[src/rtl/oup_ulpi_phyregisters.sv]
// Shared definitions for the ULPI link-side register access engine:
// PHY register map, TX command prefixes, FSM state encoding and the
// address-legality helpers. OUP_ULPI_EXTREG_EN enables the extended
// (8-bit) register address space.
package oup_ulpi_phyregisters;

    // Immediate-form PHY register addresses (6-bit).
    typedef enum logic [5:0] {
        VID_L           = 6'h00,
        VID_H           = 6'h01,
        PID_L           = 6'h02,
        PID_H           = 6'h03,
        FUNC_CTRL       = 6'h04,
        IFC_CTRL        = 6'h07,
        OTG_CTRL        = 6'h0A,
        USB_INT_EN_RISE = 6'h0D,
        USB_INT_EN_FALL = 6'h10,
        USB_INT_STATUS  = 6'h13,
        USB_INT_LATCH   = 6'h14,
        DEBUG           = 6'h15,
        SCRATCH         = 6'h16,
        EXT_REG         = 6'h2F
    } phy_registers_t;

    // Upper two bits of the TX command byte.
    localparam logic [1:0] TXCMD_REGW = 2'b10;
    localparam logic [1:0] TXCMD_REGR = 2'b11;

    localparam logic [7:0] MAX_IMMEDIATE_ADDR = 8'h3F;

    typedef enum logic [3:0] {
        ST_IDLE    = 4'd0,
        ST_CMD     = 4'd1,
        ST_WR_DATA = 4'd2,
        ST_WR_STP  = 4'd3,
        ST_RD_TURN = 4'd4,
        ST_RD_DATA = 4'd5,
        ST_RD_END  = 4'd6,
        ST_RESP    = 4'd7,
`ifdef OUP_ULPI_EXTREG_EN
        ST_ABORT   = 4'd8,
        ST_EXT     = 4'd9
`else
        ST_ABORT   = 4'd8
`endif
    } regaccess_state_t;

`ifdef OUP_ULPI_EXTREG_EN
    // 0x2F is the extended-access escape code and is never a target itself.
    function automatic logic addr_is_legal(input logic [7:0] addr);
        return addr != 8'(EXT_REG);
    endfunction

    function automatic logic addr_is_extended(input logic [7:0] addr);
        return addr > MAX_IMMEDIATE_ADDR;
    endfunction
`else
    function automatic logic addr_is_legal(input logic [7:0] addr);
        return (addr <= MAX_IMMEDIATE_ADDR) && (addr[5:0] != EXT_REG);
    endfunction
`endif

endpackage

[src/rtl/oup_ulpi_timeout.sv]
// Saturating transaction timeout counter. 'expired' asserts in the cycle
// whose clock edge brings the count to LIMIT, so the owner can act on that
// same edge and complete exactly LIMIT enabled cycles after it started.
module oup_ulpi_timeout #(
    parameter int unsigned LIMIT = 64
) (
    input  logic clk_i,
    input  logic rst_ni,
    input  logic clear,
    input  logic enable,
    output logic expired
);

    localparam int unsigned W = $clog2(LIMIT + 1);
    localparam logic [W-1:0] LAST = W'(LIMIT - 1);
    localparam logic [W-1:0] FULL = W'(LIMIT);

    logic [W-1:0] count;

    // Count enabled cycles, holding at LIMIT until cleared.
    always_ff @(posedge clk_i or negedge rst_ni) begin
        // NOTE: non-blocking assignments so every register samples pre-edge values.
        if (!rst_ni) begin
            count <= '0;
        end else if (clear) begin
            count <= '0;
        end else if (enable && (count != FULL)) begin
            count <= count + 1'b1;
        end
    end

    assign expired = enable && (count >= LAST);

endmodule

[src/rtl/oup_ulpi_regaccess.sv]
// ULPI link-side register access engine: executes single register writes
// and reads against the PHY, yielding to PHY-owned bus cycles via dir/nxt
// and retrying the command after the PHY releases the bus.
// Optional macro OUP_ULPI_EXTREG_EN adds extended (8-bit) addressing.
module oup_ulpi_regaccess
    import oup_ulpi_phyregisters::*;
#(
    parameter int unsigned TIMEOUT_CYCLES = 64
) (
    input  logic       clk_i,
    input  logic       rst_ni,
    input  logic       req_valid_i,
    output logic       req_ready_o,
    input  logic       req_write_i,
    input  logic [7:0] req_addr_i,
    input  logic [7:0] req_wdata_i,
    output logic       rsp_valid_o,
    output logic [7:0] rsp_rdata_o,
    output logic       rsp_error_o,
    input  logic       ulpi_dir_i,
    input  logic       ulpi_nxt_i,
    input  logic [7:0] ulpi_data_i,
    output logic [7:0] ulpi_data_o,
    output logic       ulpi_data_oe_o,
    output logic       ulpi_stp_o,
    output logic       busy_o
);

    regaccess_state_t state, state_next, after_addr;

    logic       write_q;
    logic [7:0] addr_q, wdata_q, rd_buf;
    logic       cur_write;
    logic [7:0] cur_addr, cur_wdata, cmd_addr;
    logic       accept, expired, count_clear, count_enable;
    logic       err_next, sample_rd, rd_done;
    logic [7:0] data_next;
    logic       oe_next, stp_next;

    logic       ready_q, rsp_valid_q, rsp_error_q, oe_q, stp_q, busy_q;
    logic [7:0] rsp_rdata_q, data_q;

    // The PHY grabbing the bus must silence the link within the same cycle.
    assign req_ready_o    = ready_q & ~ulpi_dir_i;
    assign ulpi_data_oe_o = oe_q & ~ulpi_dir_i;
    assign accept         = req_valid_i & req_ready_o;

    assign rsp_valid_o = rsp_valid_q;
    assign rsp_rdata_o = rsp_rdata_q;
    assign rsp_error_o = rsp_error_q;
    assign ulpi_data_o = data_q;
    assign ulpi_stp_o  = stp_q;
    assign busy_o      = busy_q;

    // The timeout spans every retry of one request; it only clears in IDLE.
    assign count_clear  = (state == ST_IDLE);
    assign count_enable = (state != ST_IDLE) && (state != ST_RESP);

    oup_ulpi_timeout #(
        .LIMIT (TIMEOUT_CYCLES)
    ) u_timeout (
        .clk_i   (clk_i),
        .rst_ni  (rst_ni),
        .clear   (count_clear),
        .enable  (count_enable),
        .expired (expired)
    );

    // Next-state logic: timeout overrides everything, dir preempts the link.
    always_comb begin
        // NOTE: every signal driven here gets a default first so no path infers a latch.
        state_next = state;
        err_next   = 1'b0;
        sample_rd  = 1'b0;
        rd_done    = 1'b0;
        after_addr = write_q ? ST_WR_DATA : ST_RD_TURN;
        if (expired) begin
            state_next = ST_RESP;
            err_next   = 1'b1;
        end else begin
            case (state)
                ST_IDLE: begin
                    if (accept) begin
                        if (addr_is_legal(req_addr_i)) begin
                            state_next = ST_CMD;
                        end else begin
                            state_next = ST_RESP;
                            err_next   = 1'b1;
                        end
                    end
                end
                ST_CMD: begin
                    if (ulpi_dir_i) begin
                        state_next = ST_ABORT;
                    end else if (ulpi_nxt_i) begin
`ifdef OUP_ULPI_EXTREG_EN
                        state_next = addr_is_extended(addr_q) ? ST_EXT : after_addr;
`else
                        state_next = after_addr;
`endif
                    end
                end
`ifdef OUP_ULPI_EXTREG_EN
                ST_EXT: begin
                    if (ulpi_dir_i) begin
                        state_next = ST_ABORT;
                    end else if (ulpi_nxt_i) begin
                        state_next = after_addr;
                    end
                end
`endif
                ST_WR_DATA: begin
                    if (ulpi_dir_i) begin
                        state_next = ST_ABORT;
                    end else if (ulpi_nxt_i) begin
                        state_next = ST_WR_STP;
                    end
                end
                ST_WR_STP:  state_next = ST_RESP;
                ST_RD_TURN: state_next = ST_RD_DATA;
                ST_RD_DATA: begin
                    if (ulpi_dir_i) begin
                        if (ulpi_nxt_i) begin
                            state_next = ST_ABORT;
                        end else begin
                            sample_rd  = 1'b1;
                            state_next = ST_RD_END;
                        end
                    end
                end
                ST_RD_END: begin
                    if (!ulpi_dir_i) begin
                        rd_done    = 1'b1;
                        state_next = ST_RESP;
                    end
                end
                ST_RESP: state_next = ST_IDLE;
                ST_ABORT: begin
                    if (!ulpi_dir_i) begin
                        state_next = ST_CMD;
                    end
                end
                default: state_next = ST_IDLE;
            endcase
        end
    end

    // Bus output values for the state being entered, registered on the edge.
    always_comb begin
        cur_write = accept ? req_write_i : write_q;
        cur_addr  = accept ? req_addr_i  : addr_q;
        cur_wdata = accept ? req_wdata_i : wdata_q;
`ifdef OUP_ULPI_EXTREG_EN
        cmd_addr  = addr_is_extended(cur_addr) ? 8'(EXT_REG) : cur_addr;
`else
        cmd_addr  = cur_addr;
`endif
        data_next = 8'h00;
        oe_next   = 1'b0;
        stp_next  = 1'b0;
        case (state_next)
            ST_CMD: begin
                oe_next   = 1'b1;
                data_next = {(cur_write ? TXCMD_REGW : TXCMD_REGR), 6'h00} | (cmd_addr & 8'h3F);
            end
`ifdef OUP_ULPI_EXTREG_EN
            ST_EXT: begin
                oe_next   = 1'b1;
                data_next = cur_addr;
            end
`endif
            ST_WR_DATA: begin
                oe_next   = 1'b1;
                data_next = cur_wdata;
            end
            ST_WR_STP: begin
                oe_next  = 1'b1;
                stp_next = 1'b1;
            end
            default: ;
        endcase
    end

    // State, request latch, read capture and registered outputs.
    always_ff @(posedge clk_i or negedge rst_ni) begin
        if (!rst_ni) begin
            state       <= ST_IDLE;
            write_q     <= 1'b0;
            addr_q      <= 8'h00;
            wdata_q     <= 8'h00;
            rd_buf      <= 8'h00;
            ready_q     <= 1'b0;
            rsp_valid_q <= 1'b0;
            rsp_error_q <= 1'b0;
            rsp_rdata_q <= 8'h00;
            data_q      <= 8'h00;
            oe_q        <= 1'b0;
            stp_q       <= 1'b0;
            busy_q      <= 1'b0;
        end else begin
            state <= state_next;
            if (accept) begin
                write_q <= req_write_i;
                addr_q  <= req_addr_i;
                wdata_q <= req_wdata_i;
            end
            if (sample_rd) begin
                rd_buf <= ulpi_data_i;
            end
            // Read data is only published once the read completes cleanly.
            if (rd_done) begin
                rsp_rdata_q <= rd_buf;
            end
            ready_q     <= (state_next == ST_IDLE);
            rsp_valid_q <= (state_next == ST_RESP);
            rsp_error_q <= err_next;
            data_q      <= data_next;
            oe_q        <= oe_next;
            stp_q       <= stp_next;
            busy_q      <= (state_next != ST_IDLE);
        end
    end

endmodule
[config.mk]
export PLATFORM = sky130hd
export DESIGN_NAME = oup_ulpi_regaccess
export DESIGN_NICKNAME = d
export VERILOG_FILES = /design/src/rtl/oup_ulpi_phyregisters.sv /design/src/rtl/oup_ulpi_timeout.sv /design/src/rtl/oup_ulpi_regaccess.sv
export SDC_FILE = /design/constraint.sdc
export NUM_CORES = 1
export LEC_CHECK = 0
export BUFFER_PORTS_ARGS = -buffer_cell sky130_fd_sc_hd__clkbuf_2
export CORE_MARGIN = 2
export CORE_UTILIZATION = 54
export CTS_CLUSTER_DIAMETER = 40
export DETAILED_ROUTE_END_ITERATION = 10
export MAX_ROUTING_LAYER = met4
export PLACE_DENSITY = 0.79
export SLEW_MARGIN = 0
export SYNTH_ARGS = -nofsm -noshare
export SYNTH_HDL_FRONTEND = slang
export SYNTH_HIERARCHICAL = 1
export SYNTH_SLANG_ARGS = --single-unit
[constraint.sdc]
create_clock -name clk_i -period 3.93 [get_ports clk_i]
set_input_delay 0.786 -clock clk_i [delete_from_list [all_inputs] [get_ports clk_i]]
set_output_delay 0.786 -clock clk_i [all_outputs]
set_load 0.02 [all_outputs]
==> results of run 1 <==
worst max-delay path: stages, from the launching register on:
cell     delay (ns)
dfrtp_1        0.57
or3_1          0.41
a21o_1         0.28
o21a_1         0.20
a21oi_2        0.17
inv_2          0.06
or4_4          0.62
or3_1          0.36
layout by cell type, fill, tap and decap left out, drive strengths merged, types with 2 or more instances in the layout:
cell type / n
o22ai: 2
a21oi: 16
xor2: 2
mux2: 32
or3: 7
o21ai: 4
a21boi: 2
dfrtp: 56
nand3b: 2
a311o: 2
ha: 2
a21o: 2
nand2: 8
nand2b: 5
or4: 2
clkbuf: 57
o211ai: 6
buf: 2
nor3: 3
nand3: 6
nand4: 12
o21a: 2
inv: 7
nor2b: 5
nor2: 8
worst paths after layout:
kind                           start        endpoint  cells after the start
max                         state[1]          busy_o                      7
min reg2reg                addr_q[2]       addr_q[2]                      1
min                        addr_q[2]       addr_q[2]                      1
max reg2reg                 state[1]          busy_o                      7
min in group asynchronous     rst_ni  ulpi_data_o[2]                      1
max in group asynchronous     rst_ni  rsp_rdata_o[4]                      2
cell families (layout without fill, tap and decap cells):
logic type               after synthesis  count (layout)  share of synthesized area (%)
multiplexers                          32              32                          14.02
AO/OA/AOI/OAI                         47              47                          12.63
flip-flops                            56              56                          53.98
XOR/XNOR                               2               2                         0.6748
buffers and inverters                 20              67                          3.277
adder cells (fa/ha/maj)                2               2                         0.9637
AND/OR/NAND/NOR                       64              64                          14.46
registers in the layout (all words and copies together) (netlist names):
name / cells
ulpi_data_o: 8
ready_q: 1
rsp_rdata_o: 8
oe_q: 1
rd_buf: 8
write_q: 1
state: 4
u_timeout/count: 7
wdata_q: 8
ulpi_stp_o: 1
rsp_valid_o: 1
addr_q: 6
rsp_error_o: 1
busy_o: 1
cell usage after synthesis (3+ instances only):
cell | count | share of area [%]
inv_1 | 6 | 0.87
nor2_1 | 8 | 1.2
a21oi_1 | 15 | 2.9
or3_1 | 6 | 1.4
nand3_1 | 6 | 1.2
nand2b_1 | 5 | 1.2
o211ai_1 | 6 | 1.7
mux2_2 | 31 | 13
nand2_1 | 8 | 1.2
o21ai_0 | 4 | 0.77
clkbuf_1 | 9 | 1.3
nor2b_1 | 5 | 1.2
nand4_1 | 12 | 2.9
nor3_1 | 3 | 0.58
dfrtp_1 | 56 | 54
layout make-up:
type | instances | area [sq um]
clock buffer | 6 | 82.58
tap | 54 | 67.56
inverter | 7 | 26.28
fill | 373 | 1725
clock inverter | 1 | 8.758
sequential | 56 | 1401
multi-input combinational | 147 | 1110
timing repair buffer | 53 | 270.3
power by group through the flow:
stage               Combinational [W]  Sequential [W]  Clock, W
floorplan                    0.000680        0.000884         0
global placement             0.000838        0.000901         0
detailed placement           0.000861        0.000904         0
CTS                          0.000865        0.000895  0.000322
global route                 0.000951        0.000923  0.000353
finish                       0.000863        0.000897  0.000318
layer usage:
| layer | vias to the layer above | wire, microns | share of wire (%) |
|---|---|---|---|
| met5 | - | 0 | 0 |
| met4 | 0 | 45 | 0.87 |
| met3 | 4 | 234 | 4.5 |
| met2 | 47 | 2545 | 49 |
| met1 | 959 | 2372 | 46 |
| li1 | 917 | - | - |
metrics by stage:
step	hold WS, ns	total power, W	instances	instance area [sq um]
2_1_floorplan	0.4705	0.001565	223	2596
3_3_place_gp	0.4792	0.001740	317	2875
3_5_place_dp	0.4830	0.001766	317	2875
4_1_cts	0.5032	0.002081	324	2967
5_1_grt	0.5229	0.002227	324	2967
6_report	0.5015	0.002078	324	2967
==> results.md, run 1 <==
* Core area at 4692 sq um
* Startpoint types: flip-flop
* Yosys warns at 6
* GRT busiest layer: met2
* Final setup fails at 0
* TritonRoute pass-1 iters at 4
* Worst Path Required at 4.12 ns
* GR Overflow Total at 0
* Post-DP HPWL at 3769 microns
* Synth async-reset ratio at 100.0%
* Die area at 5379 sq um
* Initial Utilization at 55.33%
* Worst Hold Class: flip-flop to flip-flop
* GRT Total Usage at 21.39%
* Antenna Violating Nets Remaining at 0
* Final nets at 302
* Crit-path max FO at 18
* Maximum clock rate at 0.3577 GHz
* First-pass GRT wire length at 8569 microns
* Pwr dens at 700.4 nW/um^2
* Type of element capturing the critical path: flip-flop
* Kind of critical path: flip-flop to flip-flop
* CP arrival at 2.99 ns
* Setup TNS at 0 ns
* Net count after synthesis at 255
* Register area share after synthesis at 53.98%
* Root Buffer: clkbuf_8
* CTS H-tree depth at 2
* Synth unique cells at 49
* Number of max-cap violations at 0
* Drt total wl at 5197 microns
* Sw Ratio at 38.49%
* Via count at 1,927
* Syn-to-layout area delta at 14.27%
* Register bit total from synthesis at 56
* Worst slew margin at 39.36%
* CTS Hold Bufs at 0
* Via-per-instance ratio at 5.948
* IO Count at 52
* DRC at 0
* Clock power share at 15.3%
* Clk_skew at 0.008331 ns
* Final GP Congestion at 0.7894
* TritonCTS clock tree: yes
* CTS resizes at 0
* Largest net degree at the start of global routing at 33
* Die X at 73.34 microns
* Final Util at 63.23%
* Vias in the first global route at 1,829
* EDFF count, synth at 0
* Peak supply drop at 0.3646 mV
* Leak pwr at 1.417 nW
* # diodes at 0
* Syn_area_per_cell at 11.64 sq um
* Met2 Use GR at 33.83%
* CTS clk-pin slew, worst paths at 0.10 ns
* Sequential Power Share at 43.2%
* Sink Count at 56
* Max-slew violations at 0
* Antenna violations before repair at 0
* First DRT Iteration DRCs at 147
* GRT met3 Usage at 4.938%
* Setup Buffers After CTS at 0
* Synthesized area at 2596 sq um
* Final setup margin at 1.135 ns
* P_int at 0.001278 W
* Post-route minimum period at 2.795 ns
* WL/cell at 16.04 microns
* Tcrit/Tclk final at 71.13%
* Syn Inst Count at 223
* # rows at 25
* Main flop type after synthesis: dfrtp_1
* Power share of the combinational group at 41.5%
* Fraction of final layout cells sized beyond drive strength 1 at 36.67%
* Worst reg2reg setup slack at 1.13 ns
* Net Sw Power at 0.0007997 W
* Worst skew pair latency at 0.31 ns
* Cts bufs inserted at 5
* Final count of hold timing violations at 0
* Met1 GRT Util at 27.99%
* Status: completed
* Die Ht at 73.34 microns
* Dpl ws at 1.078 ns
* Slew @ Worst Pin at 0.9097 ns
* RSZ-0062 raised after global routing: false
* Maximum clock path buffer count at 2
* Port Buffers at 51
(Power assumes the default switching activity.)
==> run 2: changes to the inputs <==
--- a/config.mk
+++ b/config.mk
@@ -7,11 +7,11 @@
 export LEC_CHECK = 0
 export BUFFER_PORTS_ARGS = -buffer_cell sky130_fd_sc_hd__clkbuf_2
 export CORE_MARGIN = 2
-export CORE_UTILIZATION = 54
+export CORE_UTILIZATION = 49
 export CTS_CLUSTER_DIAMETER = 40
 export DETAILED_ROUTE_END_ITERATION = 10
 export MAX_ROUTING_LAYER = met4
-export PLACE_DENSITY = 0.79
+export PLACE_DENSITY = 0.75
 export SLEW_MARGIN = 0
 export SYNTH_ARGS = -nofsm -noshare
 export SYNTH_HDL_FRONTEND = slang
==> constraint.sdc (replaced) <==
create_clock -name clk_i -period 2.35 [get_ports clk_i]
set_input_delay 0.47 -clock clk_i [delete_from_list [all_inputs] [get_ports clk_i]]
set_output_delay 0.47 -clock clk_i [all_outputs]
set_load 0.02 [all_outputs]
==> run 2 against run 1 <==
  * Via count rose by 2.7%
  * Final cell count increased by 9.3%
  * Sequential share of layout area is 1.7 points lower
  * Largest power group is now combinational logic
  * Design area grew 3.8%
  * Clock skew shrank 0.0045 ns
  * Die area up 9.6%
  * Sequential power rose by 61%
  * Global-route usage is 1.1 points lower
  * Core utilization fell by 2.9 points
  * Non-clock buffer count up 14
  * Sequential cell count did not move
  * Worst setup slack lost 1.0 ns
  * Largest cell class unchanged
==> results.md, run 2 (synthesis results as in run 1) <==
* Clk_skew at 0.003800 ns
* Fraction of final layout cells sized beyond drive strength 1 at 39.79%
* Most frequent cells in the layout: dfrtp_1 (56), clkbuf_2 (51), mux2_2 (31), buf_4 (16), a21oi_1 (15)
* First-pass GRT wire length at 9287 microns
* CTS clk-pin slew, worst paths at 0.09 ns
* Port Buffers at 51
* Sw Ratio at 37.76%
* Number of max-cap violations at 0
* Antenna violations before repair at 0
* # rows at 26
* Sequential Power Share at 40.3%
* Cts bufs inserted at 5
* WL/cell at 15.35 microns
* Via-per-instance ratio at 5.590
* RSZ-0062 raised after global routing: false
* Type of element capturing the critical path: flip-flop
* # diodes at 0
* TritonRoute pass-1 iters at 4
* Net Sw Power at 0.001348 W
* Post-DP HPWL at 4029 microns
* First DRT Iteration DRCs at 180
* Finished Layout Cells at 354
* GR Overflow Total at 0
* Final setup fails at 0
* Final nets at 316
* Worst Hold Class: primary input to async pin
* Vias in the first global route at 1,884
* CTS H-tree depth at 2
* GRT Total Usage at 20.34%
* Pwr dens at 1160 nW/um^2
* P_int at 0.002222 W
* Tcrit/Tclk final at 95.51%
* Maximum clock rate at 0.4455 GHz
* Worst skew pair latency at 0.30 ns
* Power share of the combinational group at 46.1%
* Peak supply drop at 0.5728 mV
* IO Count at 52
* Startpoint types: flip-flop
* Drt total wl at 5435 microns
* Setup Buffers After CTS at 0
* Root Buffer: clkbuf_8
* Crit-path max FO at 5
* Worst slew margin at 60.13%
* Die X at 76.79 microns
* Syn-to-layout area delta at 18.60%
* Most common cell after layout, fill and taps aside: dfrtp_1
* Worst Path Required at 2.54 ns
* CP arrival at 2.43 ns
* TritonCTS clock tree: yes
* Die area at 5897 sq um
* Largest net degree at the start of global routing at 25
* Final GP Congestion at 0.8676
* Max incr delay on CP at 0.54 ns
* Die Ht at 76.79 microns
* Slew @ Worst Pin at 0.5981 ns
* Post-route minimum period at 2.245 ns
* Maximum clock path buffer count at 2
* Final setup margin at 0.1055 ns
* Max-slew violations at 0
* Status: completed
* Final count of hold timing violations at 0
* Leak pwr at 1.478 nW
* Via count at 1,979
* Dpl ws at 0.05560 ns
* Worst reg2reg setup slack at 0.11 ns
* Placed Instances at 347
* Kind of critical path: flip-flop to flip-flop
* Initial Utilization at 50.83%
* Clock power share at 13.7%
* Core area at 5107 sq um
* Antenna Violating Nets Remaining at 0
* Fill cell count at 441
* Sink Count at 56
* DRC at 0
* Crit-path cells: ha_1 -> nand2_1 -> a21oi_1 -> o21a_2 -> inv_1 -> o2111a_1 -> or4_4 -> or3_1
* Critical path's slowest cell: or4_4
==> run 2: changes by cell type in the layout (fill, tap and decap cells not counted) <==
cell	change
clkbuf_8	-1
o21a_1	-1
clkbuf_1	+1
buf_4	+14
clkinv_4	-1
o21a_2	+1
clkinv_2	+1
==> run 2: worst max-delay path, delay by kind of cell, from the launching register on <==
family | cells | cell delay [ns]
flops | 1 | 0.42
simple gates | 3 | 0.96
compound gates | 3 | 0.49
fa+ha+maj | 1 | 0.19
buf+inv | 1 | 0.08
==> run 2: path summary, 6_finish.rpt <==
kind,cells past startpoint,end,start
hold / removal,1,ulpi_data_o[3],rst_ni
hold reg to reg,1,rd_buf[4],rd_buf[4]
setup / recovery,8,busy_o,u_timeout/count[0]
min in group clk_i,2,rd_buf[6],ulpi_data_i[6]
max in group asynchronous,2,rsp_rdata_o[3],rst_ni
setup reg to reg,8,busy_o,u_timeout/count[0]
==> run 2: per-layer routing <==
metal  track usage, %  part of all wire, %
met1            27.43                   46
met2            31.23                   48
met3            3.647                  5.0
met4            7.091                  1.1
met5                -                    0
==> run 2: layout make-up <==
class	count	area [sq um]	area share, %
sequential	56	1401	45.51
tap	70	87.58	2.844
timing repair buffer	67	375.4	12.19
inverter	7	26.28	0.8533
clock inverter	1	5.005	0.1625
clock buffer	6	72.57	2.357
multi-input combinational	147	1111	36.08
==> run 2: metrics by stage <==
stage          hold WS [ns]  area (sq um)  total power (W)  utilization, %  TNS (ns)
2_1_floorplan        0.1744          2624         0.002668               -   -0.1171
3_3_place_gp         0.4788          3000         0.003046           58.75         0
3_5_place_dp         0.4854          3000         0.003089           58.75         0
4_1_cts              0.1630          3078         0.003578           60.26         0
5_1_grt              0.1869          3079         0.003842           60.29         0
6_report             0.1570          3079         0.003571           60.29         0
==> run 2: power groups by stage <==
stage | combinational (W) | clock, W | sequential [W]
finish | 0.00164 | 0.000488 | 0.00144
global route | 0.00182 | 0.000549 | 0.00148
CTS | 0.00164 | 0.000501 | 0.00144
detailed placement | 0.00163 | 0 | 0.00146
global placement | 0.00160 | 0 | 0.00144
floorplan | 0.00119 | 0 | 0.00148
==> run 2: timing repair <==
action | in CTS | in global routing
endpoints found under the setup margin | 0 | 7
hold buffers | 0 | 0
resized for setup | 0 | 1
==> run 3: changes to the inputs <==
--- a/config.mk
+++ b/config.mk
@@ -6,7 +6,7 @@
 export NUM_CORES = 1
 export LEC_CHECK = 0
 export BUFFER_PORTS_ARGS = -buffer_cell sky130_fd_sc_hd__clkbuf_2
-export CORE_MARGIN = 2
+export CORE_ASPECT_RATIO = 0.75
 export CORE_UTILIZATION = 49
 export CTS_CLUSTER_DIAMETER = 40
 export DETAILED_ROUTE_END_ITERATION = 10
==> run 3 against run 2 <==
  * Total power grew 2.2%
  * Sequential share of layout area is 0.48 points lower
  * Core utilization rose by 2.2 points
  * Critical path type unchanged
  * Critical endpoint unchanged
==> results.md, run 3 (synthesis results as in run 1) <==
* RSZ-0062 raised after global routing: false
* Maximum clock path buffer count at 2
* Via-per-instance ratio at 5.506
* Met2 Use GR at 30.95%
* Setup Buffers After CTS at 0
* # diodes at 0
* Most common cell after layout, fill and taps aside: dfrtp_1
* Die X at 86.05 microns
* Peak supply drop at 0.5308 mV
* Worst Path Required at 2.54 ns
* Hold_ws at 0.1732 ns
* CTS H-tree depth at 2
* Most frequent cells in the layout: dfrtp_1 (56), clkbuf_2 (51), mux2_2 (31), buf_4 (19), a21oi_1 (15)
* GRT met3 Usage at 4.841%
* First DRT Iteration DRCs at 170
* Clk_skew at 0.01115 ns
* DRC at 0
* Fill cell count at 411
* Drt total wl at 5463 microns
* Sequential Power Share at 39.0%
* Final setup fails at 0
* # rows at 22
* WL/cell at 15.18 microns
* Worst skew pair latency at 0.31 ns
* Final nets at 319
* First-pass GRT wire length at 9114 microns
* Worst slew margin at 56.43%
* Tcrit/Tclk final at 95.56%
* Maximum clock rate at 0.4453 GHz
* Fraction of final layout cells sized beyond drive strength 1 at 40.28%
* Sw Ratio at 38.27%
* Net Sw Power at 0.001396 W
* Startpoint types: flip-flop
* Vias in the first global route at 1,866
* CTS Hold Bufs at 0
* GRT busiest layer: met1
* Final count of hold timing violations at 0
* Type of element capturing the critical path: flip-flop
* CTS resizes at 0
* GR Overflow Total at 0
* CTS clk-pin slew, worst paths at 0.10 ns
* TritonCTS clock tree: yes
* Worst Hold Class: primary input to async pin
* Initial Utilization at 52.11%
* Post-DP HPWL at 4096 microns
* Number of max-cap violations at 0
* Via count at 1,982
* Port Buffers at 51
* Root Buffer: clkbuf_8
* Antenna violations before repair at 0
* TritonRoute pass-1 iters at 4
* Crit-path max FO at 4
* GRT Total Usage at 22.18%
* Final Util at 62.46%
* Leak pwr at 1.498 nW
* Die Ht at 65.04 microns
* Die area at 5597 sq um
* Max-slew violations at 0
* Post-route minimum period at 2.246 ns
* Power share of the combinational group at 46.8%
* CP arrival at 2.44 ns
* Status: completed
* Pwr dens at 1172 nW/um^2
* Largest net degree at the start of global routing at 28
* Core area at 4982 sq um
* IO Count at 52
* Sink Count at 56
* Antenna Violating Nets Remaining at 0
* Reg2Reg Depth at 8
* Clock power share at 14.2%
* Slew @ Worst Pin at 0.6535 ns
* P_int at 0.002252 W
* Cts bufs inserted at 5
* Final GP Congestion at 0.8314
* Syn-to-layout area delta at 19.86%
* Kind of critical path: flip-flop to flip-flop
* Met1 GRT Util at 32.59%
## run 3: changes by cell type in the layout (fill, tap and decap cells not counted), sizes merged
cell  change
buf       +3
inv       +1
## run 3: final cells by class
| cell class | count | area (sq um) | share of cell area [%] |
|---|---|---|---|
| clock buffer | 6 | 72.57 | 2.332 |
| clock inverter | 2 | 13.76 | 0.4423 |
| inverter | 7 | 26.28 | 0.8444 |
| multi-input combinational | 147 | 1110 | 35.67 |
| sequential | 56 | 1401 | 45.03 |
| tap | 72 | 90.09 | 2.895 |
| timing repair buffer | 70 | 397.9 | 12.79 |
## run 3: per-stage QoR
step | setup TNS (ns) | cells | instance area (sq um) | power, W | setup slack, ns
after floorplan | -0.1171 | 223 | 2624 | 0.002668 | -0.1171
after global placement | 0 | 352 | 3025 | 0.003068 | 0.07767
after detailed placement | 0 | 352 | 3025 | 0.003124 | 0.009283
after CTS | 0 | 360 | 3112 | 0.003650 | 0.08991
after global routing | 0 | 360 | 3112 | 0.003900 | 0.004017
final | 0 | 360 | 3112 | 0.003648 | 0.1044
## run 3: worst paths after layout
kind / from / endpoint / slack [ns]
worst max-delay path: u_timeout/count[1] / busy_o / 0.10
worst min-delay path: rst_ni / wdata_q[6] / 0.17
worst max register to register: u_timeout/count[1] / busy_o / 0.10
worst min register to register: wdata_q[1] / wdata_q[1] / 0.51
max in group asynchronous: rst_ni / rsp_rdata_o[5] / 1.51
min in group clk_i: ulpi_data_i[0] / rd_buf[0] / 0.39
## run 3: critical path: stages (launching register included)
cell      delay (ns)
dfrtp_1         0.39
ha_1            0.18
nand2_1         0.06
a21oi_1         0.15
o21a_1          0.20
inv_1           0.07
o2111a_1        0.15
or4_4           0.55
or3_1           0.38
## run 3: power by group through the flow
stage	combinational (W)	clock, W	sequential, W
floorplan	0.00119	0	0.00148
detailed placement	0.00169	0	0.00144
finish	0.00171	0.000517	0.00142
CTS	0.00169	0.000533	0.00142
global route	0.00187	0.000573	0.00146
global placement	0.00164	0	0.00143
## run 3: per-layer routing
metal	up-vias	part of all wire, %
met5	-	0
met4	0	1.2
met1	956	50
met2	74	43
met3	7	5.4
li1	945	-
